[config.mk]
export PLATFORM = sky130hd
export DESIGN_NAME = shared_reg_arbiter
export DESIGN_NICKNAME = d
export VERILOG_FILES = /design/src/rtl/shared_reg_arbiter_pkg.sv /design/src/rtl/shared_reg_arbiter_rr_pick.sv /design/src/rtl/shared_reg_arbiter.sv
export SDC_FILE = /design/constraint.sdc
export NUM_CORES = 1
export LEC_CHECK = 0
export ABC_AREA = 1
export CAP_MARGIN = 20
export CELL_PAD_IN_SITES_DETAIL_PLACEMENT = 1
export CELL_PAD_IN_SITES_GLOBAL_PLACEMENT = 1
export CORE_UTILIZATION = 29
export CTS_CLUSTER_SIZE = 14
export DETAILED_ROUTE_END_ITERATION = 12
export GPL_ROUTABILITY_DRIVEN = 0
export PLACE_DENSITY = 0.81
export SLEW_MARGIN = 40
export SYNTH_ARGS = -nofsm -noshare
export SYNTH_HDL_FRONTEND = slang
export SYNTH_SLANG_ARGS = --single-unit
[constraint.sdc]
create_clock -name CLK -period 1.5 [get_ports CLK]
set_input_delay 0.3 -clock CLK [delete_from_list [all_inputs] [get_ports CLK]]
set_output_delay 0.3 -clock CLK [all_outputs]
set_load 0.05 [all_outputs]
[src/rtl/shared_reg_arbiter_pkg.sv]
// shared_reg_arbiter_pkg: state encodings and hold-counter width shared by the arbiter
package shared_reg_arbiter_pkg;
  typedef enum logic [1:0] {
    IDLE = 2'd0,
    LOAD = 2'd1,
    HOLD = 2'd2
  } state_t;
  localparam int CNT_W = 4;
endpackage

[src/rtl/shared_reg_arbiter_rr_pick.sv]
// rr_pick: combinational round-robin picker, first set request at or above ptr with wrap
module rr_pick #(
  parameter int NREQ = 4,
  localparam int W = $clog2(NREQ)
) (
  input  logic [NREQ-1:0] req,
  input  logic [W-1:0]    ptr,
  output logic [W-1:0]    winner,
  output logic            valid
);
  logic [W-1:0] idx;
  // scan offsets downward so the smallest offset from ptr is the last to win
  always_comb begin
    winner = '0;
    idx = '0;
    for (int k = NREQ - 1; k >= 0; k--) begin
      idx = W'((int'(ptr) + k) % NREQ);
      if (req[idx]) winner = idx;
    end
    valid = |req;
  end
endmodule

[src/rtl/shared_reg_arbiter.sv]
// shared_reg_arbiter: round-robin sharing of one WIDTH-bit register among NREQ requesters
module shared_reg_arbiter
  import shared_reg_arbiter_pkg::*;
#(
  parameter int NREQ = 4,
  parameter int WIDTH = 8,
  parameter int HOLD_CYCLES = 2,
  localparam int W = $clog2(NREQ)
) (
  input  logic                  CLK,
  input  logic                  Reset,
  input  logic [NREQ-1:0]       Req,
  input  logic [NREQ*WIDTH-1:0] Data,
  output logic [NREQ-1:0]       Grant,
  output logic [WIDTH-1:0]      Q,
  output logic [W-1:0]          Owner,
  output logic                  Busy,
  output logic                  Done
);
  state_t state;
  logic [CNT_W-1:0] cnt;
  logic [W-1:0] ptr, win_q, winner;
  logic valid;
  logic [WIDTH-1:0] slices [NREQ];
  for (genvar i = 0; i < NREQ; i++) begin : g_slice
    assign slices[i] = Data[i*WIDTH +: WIDTH];
  end
  rr_pick #(.NREQ(NREQ)) u_pick (
    .req(Req),
    .ptr(ptr),
    .winner(winner),
    .valid(valid)
  );
  // arbitration FSM: grant in IDLE, single-cycle load, counted hold, pointer advances on completion
  always_ff @(posedge CLK) begin
    if (!Reset) begin
      state <= IDLE;
      Grant <= '0;
      Q <= '0;
      Owner <= '0;
      Busy <= 1'b0;
      Done <= 1'b0;
      ptr <= '0;
      win_q <= '0;
      cnt <= '0;
    end else begin
      case (state)
        IDLE: begin
          Done <= 1'b0;
          if (valid) begin
            Grant <= NREQ'(1) << winner;
            Busy <= 1'b1;
            win_q <= winner;
            state <= LOAD;
          end
        end
        LOAD: begin
          Q <= slices[win_q];
          Owner <= win_q;
          cnt <= CNT_W'(HOLD_CYCLES - 1);
          state <= HOLD;
        end
        HOLD: begin
          if (cnt != '0) cnt <= cnt - 1'b1;
          else begin
            Grant <= '0;
            Busy <= 1'b0;
            Done <= 1'b1;
            ptr <= (win_q == W'(NREQ - 1)) ? '0 : win_q + 1'b1;
            state <= IDLE;
          end
        end
        default: begin
          Grant <= '0;
          Busy <= 1'b0;
          Done <= 1'b0;
          state <= IDLE;
        end
      endcase
    end
  end
endmodule

# Word-level counts from Yosys, hierarchy flattened
# Index checks and enable logic that the tools add are counted.
[word_totals]
regBits = 26
latchBits = 0
ramBits = 0
rom_bits = 0
in_bits = 38
out_inout_bits = 16
word_cells = 68
n_memories = 0
[op_classes]
n_addsub = 5
multipliers = 0
div_mod_pow = 0
order_cmp = 5
eq_ne = 6
n_shift = 1
mux = 29
bitwise = 3
n_reduce_logical = 10
[ops]
columns = ["cell", "count"]
rows = [
  ["$bmux W8 S2", 1],
  ["$mux W8", 2],
  ["$mux W2", 7],
  ["$lt A2 B3 Y1 const B", 4],
  ["$mux W4", 3],
  ["$pmux W4 S3", 1],
  ["$reduce_and A2 Y1", 5],
  ["$bmux W1 S2", 4],
  ["$pmux W4 S2", 1],
  ["$mux W1", 7],
  ["$pmux W2 S3", 1],
  ["$add A2 B1 Y2 const B", 2],
  ["$add A2 B2 Y2 const B", 2],
  ["$eq A2 B2 Y1 const B", 2],
  ["$ne A2 B2 Y1 const B", 2],
  ["$reduce_bool A4 Y1", 1],
  ["$reduce_or A4 Y1", 1],
  ["$shl A1 B2 Y4 const A", 1],
  ["$sub A4 B1 Y4 const B", 1],
  ["$ge A3 B3 Y1 const B", 1],
  ["$not A2 Y3", 1],
  ["$pmux W1 S3", 1],
  ["$reduce_and A3 Y1", 1],
  ["$eq A2 B1 Y1 const B", 1],
  ["5 further kinds", 6],
]

# Depth between registers and ports, before layout
# Gate-level depths: netlist of run 1.
[logic_depth]
word_depth = 10
ltp_mapped = 11
depth_no_buf = 11

# By module
# From an unflattened synthesis of run 1, not the netlist that was laid out.
[unflattened]
hier_cells = 240
hier_area_um2 = 1534.0
[by_module_without_submodules]
columns = ["mod", "n_inst", "cells_per_inst", "area_each_um2", "seq_area_each_um2"]
rows = [
  ["shared_reg_arbiter", 1, 194, 1345.0, 520.5],
  ["rr_pick", 1, 46, 188.9, 0.0],
]

# Worst setup path before layout of run 1
# Ideal clock, no wire load.
[synth_timing]
path_kind = "register to register"
start = "register cnt[0]"
end = "register Grant[0]"
setup_ps = 118
arrival_time_ps = 1157
t_required_ps = 1382
setup_slack_ps = 225
path_stages_with_launch = 12
n_path_buf = 0
period_less_slack_ps = 1275
path_cell_list = "dfxtp_1 > inv_1 > ha_1 > nand3_1 > nand2_1 > inv_1 > nor2_1 > inv_1 > nand2_1 > inv_1 > nor2_1 > nor2_1"
[synth_between]
elab_chain_len = 3
[synth_lines]
columns = ["element", "line", "source"]
rows = [
  ["start, declared", "shared_reg_arbiter.sv:21", "logic [CNT_W-1:0] cnt;"],
  ["start signal, assigned", "shared_reg_arbiter.sv:60", "cnt <= CNT_W'(HOLD_CYCLES - 1);"],
  ["start signal, assigned", "shared_reg_arbiter.sv:64", "if (cnt != '0) cnt <= cnt - 1'b1;"],
  ["$reduce_bool A4 Y1", "shared_reg_arbiter.sv:64", ""],
  ["$ne A2 B2 Y1 (no line)", "-", ""],
  ["$reduce_and A3 Y1 (no line)", "-", ""],
  ["end signal, assigned", "shared_reg_arbiter.sv:51", "Grant <= NREQ'(1) << winner;"],
  ["end, declared", "shared_reg_arbiter.sv:14", "output logic [NREQ-1:0] Grant,"],
]
# No other way between the ends.
# A chain may end at the register's enable or synchronous reset.

# Worst setup path in the final report of run 1
[layout_timing]
start = "register cnt[1]"
end = "register Grant[2]"
# The elaborated chain is that of the path after synthesis.

==> results.py, run 1 <==
metrics = {
    "critical_path": {
        "reg2reg_from": "cnt[1]$_SDFFE_PN0P_",
        "worst-setup-path-type": "reg -> reg",
        "worst-endpoint-arrival_ps": 1570,
        "cp-start-kind": "register",
        "timing.reg2reg.setup_slack_ps": 100,
        "worst_setup_path_end_kind": "register",
        "critical_path.max_fanout": 5,
        "required_ps": 1670,
        "worst_setup_path_startpoint": "cnt[1]$_SDFFE_PN0P_",
    },
    "sta": {
        "timing.setup.tns_ps": 0,
        "clock.fmax_mhz": 714.5,
        "period_share_pct": 93.31,
        "report.final.slew_viol_count": 0,
        "timing.hold.ws_ps": 474.7,
        "final-hold-violation-count": 0,
        "finalSetupViolCount": 0,
        "max-slew-margin-rel_pct": 79.76,
        "slew_at_the_pin_closest_to_its_max_slew_limit_ps": 301.8,
        "min_period_ps": 1400,
        "fin_skew_ps": 8.912,
    },
    "floorplan": {
        "placement_rows": 25,
        "die_w_um": 71.73,
        "pin_count": 54,
        "initial_utilization_pct": 30.05,
        "core_region_area_sq_um": 4692,
        "fp.dieArea_sq_um": 5145,
        "die_y_um": 71.73,
    },
    "yosys": {
        "synth_top_area_share_pct": 36.91,
        "yosys.area.top_type": "dfxtp_1",
        "synth_top_family_by_area": "simple AND/OR/NAND/NOR gates",
        "synth_top_flop_cell": "dfxtp_1",
        "synth-simple-area-share_pct": 25.20,
        "synth.net_count": 248,
        "synth.mux.area_fraction_pct": 5.679,
        "mean_post_synth_cell_area_sq_um": 6.779,
        "synthesis.yosys.warnings": 0,
        "yosys.area_share.adder_pct": 1.775,
        "synthesis.area_sq_um": 1410,
        "synth_xor_xnor_area_share_pct": 0.6211,
        "synthTopCellsByArea": "dfxtp_1 37%, nor2_1 9.6%, nand2_1 8.3%, o21ai_0 8.2%, inv_1 8.0%",
        "yosys_register_bits": 26,
        "synth.yosys.seq_area_share_pct": 36.91,
        "post_synth_edffs": 0,
        "synthDistinctLibCells": 21,
        "netlist_instances": 208,
        "post_synthesis_compound_gate_area_fraction_pct": 18.90,
        "ys_async_sr_fraction_pct": 0,
    },
    "clock_tree": {
        "clkLatencyLatePin_ps": 270,
        "tritoncts_clock_tree": "done",
        "numCtsBuffers": 3,
        "cts_hold_buf": 0,
        "clock-root-buffer": "clkbuf_8",
        "clock_tree.htree_level_count": 1,
        "max-clock-path-buffers": 2,
        "clk_pin_slew_ps": 100,
        "numClockSinks": 26,
    },
    "min_path": {
        "hold_path.startpoint": "cnt[3]$_SDFFE_PN0P_",
        "hold_path_class": "reg -> reg",
    },
    "global_routing": {
        "grt_overflow_total": 0,
        "grt_max_degree": 17,
        "track_usage_pct": 18.91,
        "via_count_of_the_first_global_routing_pass": 1736,
        "grt_first_pass_wirelength_um": 7714,
        "antenna_found_initial": 0,
    },
    "pwr": {
        "design_power_total_mw": 2.464,
        "worst_ir_drop_vdd_v": 0.0004184,
        "power_density_nw_per_um2": 1008,
        "p_leak_nw": 1.108,
    },
    "route": {
        "post_drt_wl_per_cell_um": 14.87,
        "route.final.wire_length_um": 4834,
        "final_antenna_net_count": 0,
        "vias_per_cell": 4.963,
        "dr_total_vias": 1613,
        "dr.pass1.iters": 4,
        "drt_iter0_markers": 38,
        "post-route-drc-count": 0,
    },
    "place": {
        "hpwlAfterDp_um": 3476,
        "io_buffer_count": 53,
        "post_dp_cell_area_sq_um": 2225,
    },
    "finish": {
        "multi_input_comb_area_sq_um": 852.1,
        "total_nets_final": 312,
        "n_diodes": 0,
        "layout-drive-gt1-share_pct": 26.57,
        "flow.area_growth_from_synthesis_pct": 73.38,
        "design_area_sq_um": 2445,
        "filler_cell_count": 555,
        "final-seq-area_sq_um": 528.0,
        "final_util_pct": 52.11,
    },
    "flow_run": {
        "max-cap-violations": 0,
    },
    "outcome": {
        "outcome": "completed",
    },
}
==> placed cells by master, fill, tap and decap left out, types with 7 or more instances in the layout <==
cell type         n
nand2_1          20
mux2i_1           8
buf_12           16
nand2_2          11
inv_1            24
nand3_2           7
nor2_1           31
dfxtp_1          24
a21oi_1          12
o221ai_1          8
buf_4            12
o21ai_0          23
clkdlybuf4s50_1  33
==> timing repair <==
action,in CTS,in global routing
gates resized for setup,0,48
endpoints found under the setup margin,0,7
setup buffers,0,1
==> critical path: stages (launching register included) <==
cell and delay, ps:
dfxtp_1 310, inv_1 90, ha_2 210, nand3_2 100
nand2_2 80, inv_1 70, nor2_1 110, inv_2 70
nand2_1 60, inv_1 40, nor2_1 110, nor2_1 50
==> kinds of logic (layout without fill, tap and decap cells) <==
kind of cell / after synthesis / in the layout
xor+xnor: 1 / 1
buf+inv: 40 / 103
fa+ha+maj: 2 / 2
mux: 8 / 8
simple gates: 85 / 85
flops: 26 / 26
compound gates: 46 / 46
==> flip-flops by register name, indices dropped and copies added (netlist names) <==
register and count:
win_q 2, ptr 2, state 2, Grant 4, Q 8, cnt 4
Done 1, Owner 2, Busy 1
==> layer usage <==
| metal | vias to the layer above | wire length [um] | global-route usage (%) |
|---|---|---|---|
| met5 | - | 0 | 0 |
| met3 | 8 | 250 | 4.782 |
| met1 | 762 | 1866 | 20.40 |
| met4 | 0 | 79 | 4.575 |
| met2 | 39 | 2637 | 36.48 |
| li1 | 804 | - | - |
==> worst paths after layout <==
| check | endpoint | depth (start not counted) |
|---|---|---|
| max reg2reg | Grant[2]$_SDFFE_PN0P_ | 11 |
| min reg2reg | cnt[3]$_SDFFE_PN0P_ | 2 |
| min | cnt[3]$_SDFFE_PN0P_ | 2 |
| max | Grant[2]$_SDFFE_PN0P_ | 11 |
==> metrics by stage <==
step                      std cells  setup WS [ps]
final                           325          100.4
after CTS                       324          9.967
after detailed placement        320         -255.9
after global routing            325         -33.75
after floorplan                 208          224.6
after global placement          320         -177.2
==> area by class of cell <==
class	instances	share of cell area (%)
tap	54	2.764
clock inverter	1	1.228
timing repair buffer	65	32.34
inverter	34	5.527
multi-input combinational	142	34.85
sequential	26	21.60
clock buffer	3	1.689
==> Yosys cell counts, types with 2 or more instances <==
cell type	instances
inv_2	2
nand3_2	2
mux2i_1	8
dfxtp_1	26
o21ai_0	23
o221ai_1	8
clkbuf_1	3
clkinv_1	2
nor2_1	36
inv_1	30
ha_1	2
a21oi_1	12
buf_2	3
nand2_2	2
nand2_1	31
nand3_1	13
==> power by group <==
group	switching (mW)	leakage (nW)	internal (mW)
registers	0.0792	0.215	0.764
logic	0.554	0.857	0.478
clock network	0.231	0.0357	0.357
total	0.865	1.11	1.60
No activity file was read; power rests on OpenSTA's default activity.
==> inputs of run 2 (changes only) <==
- CORE_UTILIZATION: 29 -> 35
- DONT_BUFFER_PORTS: not set -> 1
- PLACE_DENSITY: 0.81 -> 0.69
==> run 2 against run 1 <==
  * Global-route usage is 1.3 points lower
  * Count of clock-buffer cells in the layout stayed put
  * Sequential share of layout area is 12 points higher
  * Cell count is 20% lower
  * Critical path type unchanged
  * Highest routed layer unchanged
==> results.py, run 2 (synthesis gave the netlist of run 1 again) <==
metrics = {
    "finish": {
        "flow.area_growth_from_synthesis_pct": 12.07,
        "largest-register": "Q",
        "n_diodes": 0,
        "most_frequent_cells_in_the_layout": "34 x nor2_1, 30 x nand2_1, 25 x inv_1",
        "total_nets_final": 253,
        "design_area_sq_um": 1580,
        "layout_top_registers": "Q (8), Grant (4), cnt (4)",
        "layout_commonest_cell": "nor2_1",
        "layout-drive-gt1-share_pct": 13.68,
        "largest_register_ff_count": 8,
    },
    "route": {
        "dr_wl_met2_um": 1792,
        "wirelength_met1_um": 1551,
        "detailed_routed_wire_length_on_met3_um": 207,
        "post_drt_wl_per_cell_um": 13.77,
        "topRoutingLayerUsed": "met4",
        "vias_per_cell": 5.188,
        "route.final.wire_length_um": 3581,
        "post-route-drc-count": 0,
        "dr_total_vias": 1349,
        "drt_iter0_markers": 30,
        "final_antenna_net_count": 0,
        "dr.pass1.iters": 4,
    },
    "clock_tree": {
        "clock_tree.htree_level_count": 1,
        "clock-root-buffer": "clkbuf_8",
        "numCtsBuffers": 3,
        "cts_hold_buf": 0,
        "max-clock-path-buffers": 2,
        "clk_pin_slew_ps": 100,
        "numClockSinks": 26,
        "tritoncts_clock_tree": "done",
        "clkLatencyLatePin_ps": 270,
    },
    "floorplan": {
        "initial_utilization_pct": 37.39,
        "core_region_area_sq_um": 3771,
        "die_y_um": 65.48,
        "pin_count": 54,
        "fp.dieArea_sq_um": 4287,
        "placement_rows": 22,
        "die_w_um": 65.48,
    },
    "sta": {
        "clock.fmax_mhz": 731.0,
        "slew_at_the_pin_closest_to_its_max_slew_limit_ps": 523.1,
        "rsz0062_at_grt": "no",
        "report.final.slew_viol_count": 0,
        "timing.hold.ws_ps": 151.4,
        "min_period_ps": 1368,
        "final-hold-violation-count": 0,
        "fin_skew_ps": 11.03,
        "period_share_pct": 91.20,
        "finalSetupViolCount": 0,
        "max-slew-margin-rel_pct": 65.08,
    },
    "min_path": {
        "hold_path_class": "in -> reg",
        "worstHoldEndpoint": "Q[4]$_SDFFE_PN0P_",
        "worst_hold_path_cells": 2,
        "hold_path.startpoint": "Reset",
    },
    "place": {
        "hpwlAfterDp_um": 2822,
        "io_buffer_count": 0,
        "post_dp_cell_area_sq_um": 1481,
    },
    "critical_path": {
        "worst_setup_path_end_kind": "register",
        "cp-start-kind": "register",
        "required_ps": 1670,
        "reg2reg_from": "cnt[0]$_SDFFE_PN0P_",
        "critical_path.max_fanout": 5,
        "timing.reg2reg.setup_slack_ps": 130,
        "worst-endpoint-arrival_ps": 1530,
        "ff2ff_path_depth": 11,
        "worst-setup-path-type": "reg -> reg",
        "worst_r2r_endpoint": "Grant[2]$_SDFFE_PN0P_",
    },
    "flow_run": {
        "max-cap-violations": 0,
    },
    "global_routing": {
        "track_usage_pct": 17.59,
        "via_count_of_the_first_global_routing_pass": 1321,
        "grt_overflow_total": 0,
        "grt_first_pass_wirelength_um": 5851,
        "grt_max_degree": 21,
        "antenna_found_initial": 0,
    },
    "pwr": {
        "p_leak_nw": 0.7387,
        "power_density_nw_per_um2": 1283,
        "worst_ir_drop_vdd_v": 0.0004130,
    },
    "outcome": {
        "outcome": "completed",
    },
}
==> run 2: per-layer routing <==
metal,track usage [%],vias to the layer above
met1,19.32,623
met2,32.86,38
met3,4.514,4
met5,0,-
li1,-,684
met4,4.891,0
==> run 2: power breakdown <==
part / switching [mW] / total (mW) / internal, mW
registers: 0.227 / 0.991 / 0.764
logic: 0.282 / 0.456 / 0.174
clock network: 0.224 / 0.581 / 0.357
==> run 2: cell type report <==
type	instances	area [sq um]
Clock buffer	3	41.29
Clock inverter	1	30.03
Fill cell	498	2191
Inverter	34	127.6
Multi-Input combinational cell	142	750.7
Sequential cell	26	525.5
Tap cell	48	60.06
Timing Repair Buffer	6	45.04
==> run 2: through the flow <==
stage / setup TNS [ps] / setup WS [ps] / util (%) / std cells / power [mW]
2_1_floorplan: 0 / 224.6 / - / 208 / 1.337
3_3_place_gp: 0 / 66.32 / 39.28 / 255 / 1.427
3_5_place_dp: -48.63 / -30.01 / 39.28 / 255 / 1.455
4_1_cts: 0 / 27.11 / 41.44 / 260 / 2.035
5_1_grt: 0 / 14.38 / 41.90 / 260 / 2.137
6_report: 0 / 132.1 / 41.90 / 260 / 2.027
==> run 2: repair_timing <==
action                                  CTS  global route
buffers inserted                          1             0
endpoints found under the hold margin     0             0
endpoints found under the setup margin    2             6
pin swaps                                 1             1
gates resized for setup                   1            12
==> run 2: how the worst max path moves through the flow <==
stage                                    from                    end  slack (ps)
after global placement    cnt[0]$_SDFFE_PN0P_  Grant[2]$_SDFFE_PN0P_          70
after global routing      cnt[0]$_SDFFE_PN0P_  Grant[0]$_SDFFE_PN0P_          10
after floorplan           cnt[0]$_SDFFE_PN0P_  Grant[0]$_SDFFE_PN0P_         220
after detailed placement  cnt[0]$_SDFFE_PN0P_  Grant[2]$_SDFFE_PN0P_         -30
final                     cnt[0]$_SDFFE_PN0P_  Grant[2]$_SDFFE_PN0P_         130
after CTS                 cnt[0]$_SDFFE_PN0P_  Grant[2]$_SDFFE_PN0P_          30
==> run 2: worst max-delay path: stages (launching register included) <==
cell,delay (ps)
dfxtp_1,320
inv_2,70
ha_2,170
nand3_1,110
nand2_2,100
inv_1,70
nor2_2,100
inv_2,70
nand2_1,60
inv_1,50
nor2_1,100
nor2_1,50
==> inputs of run 3 (changes only) <==
- PLACE_DENSITY: 0.69 -> 0.77
==> run 3 against run 2 <==
  * Setup slack improved by 30 ps
  * Global-route usage up 0.20 points
  * Power decreased by 6.3%
  * Highest routed layer unchanged
  * Sequential share of layout area barely moved
  * Cell area about the same
  * Register-to-register slack better by 30 ps
==> results.py, run 3 (synthesis gave the netlist of run 1 again) <==
metrics = {
    "finish": {
        "n_diodes": 0,
        "filler_cell_count": 490,
        "layout_top_registers": "Q (8), Grant (4), cnt (4)",
        "final_cell_count_no_fill": 260,
        "final_util_pct": 41.87,
        "largest-register": "Q",
        "flow.area_growth_from_synthesis_pct": 11.98,
        "total_nets_final": 253,
        "largest_register_ff_count": 8,
        "final-seq-area_sq_um": 525.5,
        "layout_commonest_cell": "nor2_1",
        "layout-drive-gt1-share_pct": 13.21,
        "most_frequent_cells_in_the_layout": "34 x nor2_1, 30 x nand2_1, 26 x inv_1",
        "multi_input_comb_area_sq_um": 750.7,
        "design_area_sq_um": 1579,
    },
    "sta": {
        "report.final.slew_viol_count": 0,
        "fin_skew_ps": 5.151,
        "final-hold-violation-count": 0,
        "min_period_ps": 1338,
        "max-slew-margin-rel_pct": 65.19,
        "finalSetupViolCount": 0,
        "clock.fmax_mhz": 747.6,
        "slew_at_the_pin_closest_to_its_max_slew_limit_ps": 521.4,
        "period_share_pct": 89.18,
    },
    "route": {
        "wirelength_met1_um": 1454,
        "dr.pass1.iters": 4,
        "topRoutingLayerUsed": "met4",
        "post_drt_wl_per_cell_um": 13.10,
        "detailed_routed_wire_length_on_met3_um": 180,
        "final_antenna_net_count": 0,
        "post-route-drc-count": 0,
        "drt_iter0_markers": 30,
        "dr_wl_met2_um": 1709,
        "dr_total_vias": 1332,
        "route.final.wire_length_um": 3405,
        "vias_per_cell": 5.123,
    },
    "clock_tree": {
        "clkLatencyLatePin_ps": 270,
        "clock-root-buffer": "clkbuf_8",
        "tritoncts_clock_tree": "done",
        "numCtsBuffers": 3,
        "max-clock-path-buffers": 2,
        "cts_hold_buf": 0,
        "clk_pin_slew_ps": 90,
        "clock_tree.htree_level_count": 1,
        "numClockSinks": 26,
    },
    "global_routing": {
        "grt_first_pass_wirelength_um": 5871,
        "via_count_of_the_first_global_routing_pass": 1312,
        "track_usage_pct": 17.79,
        "antenna_found_initial": 0,
        "grt_overflow_total": 0,
        "grt_max_degree": 20,
    },
    "critical_path": {
        "critical_path.cell_chain": "inv_2, ha_2, nand3_2, nand2_2, inv_1, nor2_2, inv_2, nand2_1, inv_1, nor2_1, nor2_1",
        "critical-path-max-stage-delay_ps": 310,
        "worst-endpoint-arrival_ps": 1510,
        "critical_path.max_fanout": 5,
        "worst_setup_path_end_kind": "register",
        "crit_path_top_delay_cell": "dfxtp_1",
        "worst-setup-path-type": "reg -> reg",
        "cp-start-kind": "register",
        "required_ps": 1670,
    },
    "floorplan": {
        "pin_count": 54,
        "die_w_um": 65.48,
        "fp.dieArea_sq_um": 4287,
        "placement_rows": 22,
        "die_y_um": 65.48,
        "core_region_area_sq_um": 3771,
        "initial_utilization_pct": 37.39,
    },
    "min_path": {
        "hold_path_class": "in -> reg",
    },
    "pwr": {
        "p_leak_nw": 0.7402,
        "worst_ir_drop_vdd_v": 0.0005080,
        "power_density_nw_per_um2": 1203,
    },
    "flow_run": {
        "max-cap-violations": 0,
    },
    "outcome": {
        "outcome": "completed",
    },
    "place": {
        "io_buffer_count": 0,
        "post-place-cells": 254,
        "hpwlAfterDp_um": 2599,
        "post_dp_cell_area_sq_um": 1486,
    },
}
run 3: cell types whose count changed in the layout (fill, tap and decap cells not counted), sizes merged:
cell    delta
bufinv     -1
clkbuf     +1
run 3: through the flow:
step                      TNS, ps  power, mW  hold WS, ps  setup slack (ps)
final                           0      1.900        157.2             162.3
after global routing       -10.37      2.031        151.2            -10.37
after CTS                       0      1.910        148.0             9.437
after detailed placement        0      1.452        442.5             49.11
after global placement          0      1.439        438.2             69.04
after floorplan                 0      1.337        438.4             224.6
run 3: final timing paths:
| path | to | start | slack, ps | depth (start not counted) |
|---|---|---|---|---|
| max | Grant[2]$_SDFFE_PN0P_ | cnt[0]$_SDFFE_PN0P_ | 160 | 11 |
| min | ptr[0]$_SDFFE_PN0P_ | Reset | 160 | 2 |
| max reg2reg | Grant[2]$_SDFFE_PN0P_ | cnt[0]$_SDFFE_PN0P_ | 160 | 11 |
| min reg2reg | cnt[3]$_SDFFE_PN0P_ | cnt[3]$_SDFFE_PN0P_ | 480 | 2 |
run 3: report_power, final:
part	internal, mW	switching [mW]	total, mW	leakage [nW]
registers	0.764	0.221	0.985	0.215
logic	0.180	0.282	0.462	0.497
clock network	0.235	0.218	0.453	0.0288
total	1.18	0.722	1.90	0.740
run 3: routing by layer:
layer / track usage (%) / vias to the layer above
met5: 0 / -
met4: 7.065 / 0
met3: 4.514 / 6
met2: 31.06 / 32
met1: 20.53 / 607
li1: - / 687
run 3: cell type report:
type | instances | share of cell area [%]
Multi-Input combinational cell | 142 | 47.54
Sequential cell | 26 | 33.28
Tap cell | 48 | 3.803
Clock buffer | 4 | 3.487
Timing Repair Buffer | 6 | 3.645
Inverter | 34 | 8.241
run 3: repair_timing:
action,CTS,global route
setup buffers,0,2
pin swaps,0,2
gates resized for setup,1,12
endpoints found under the setup margin,2,5
run 3: worst max-delay path: cells and delay by family, from the launching register on:
family	cells	cell delay, ps
flip-flops	1	310
adder cells (fa/ha/maj)	1	180
AND/OR/NAND/NOR	6	470
buffers and inverters	4	260
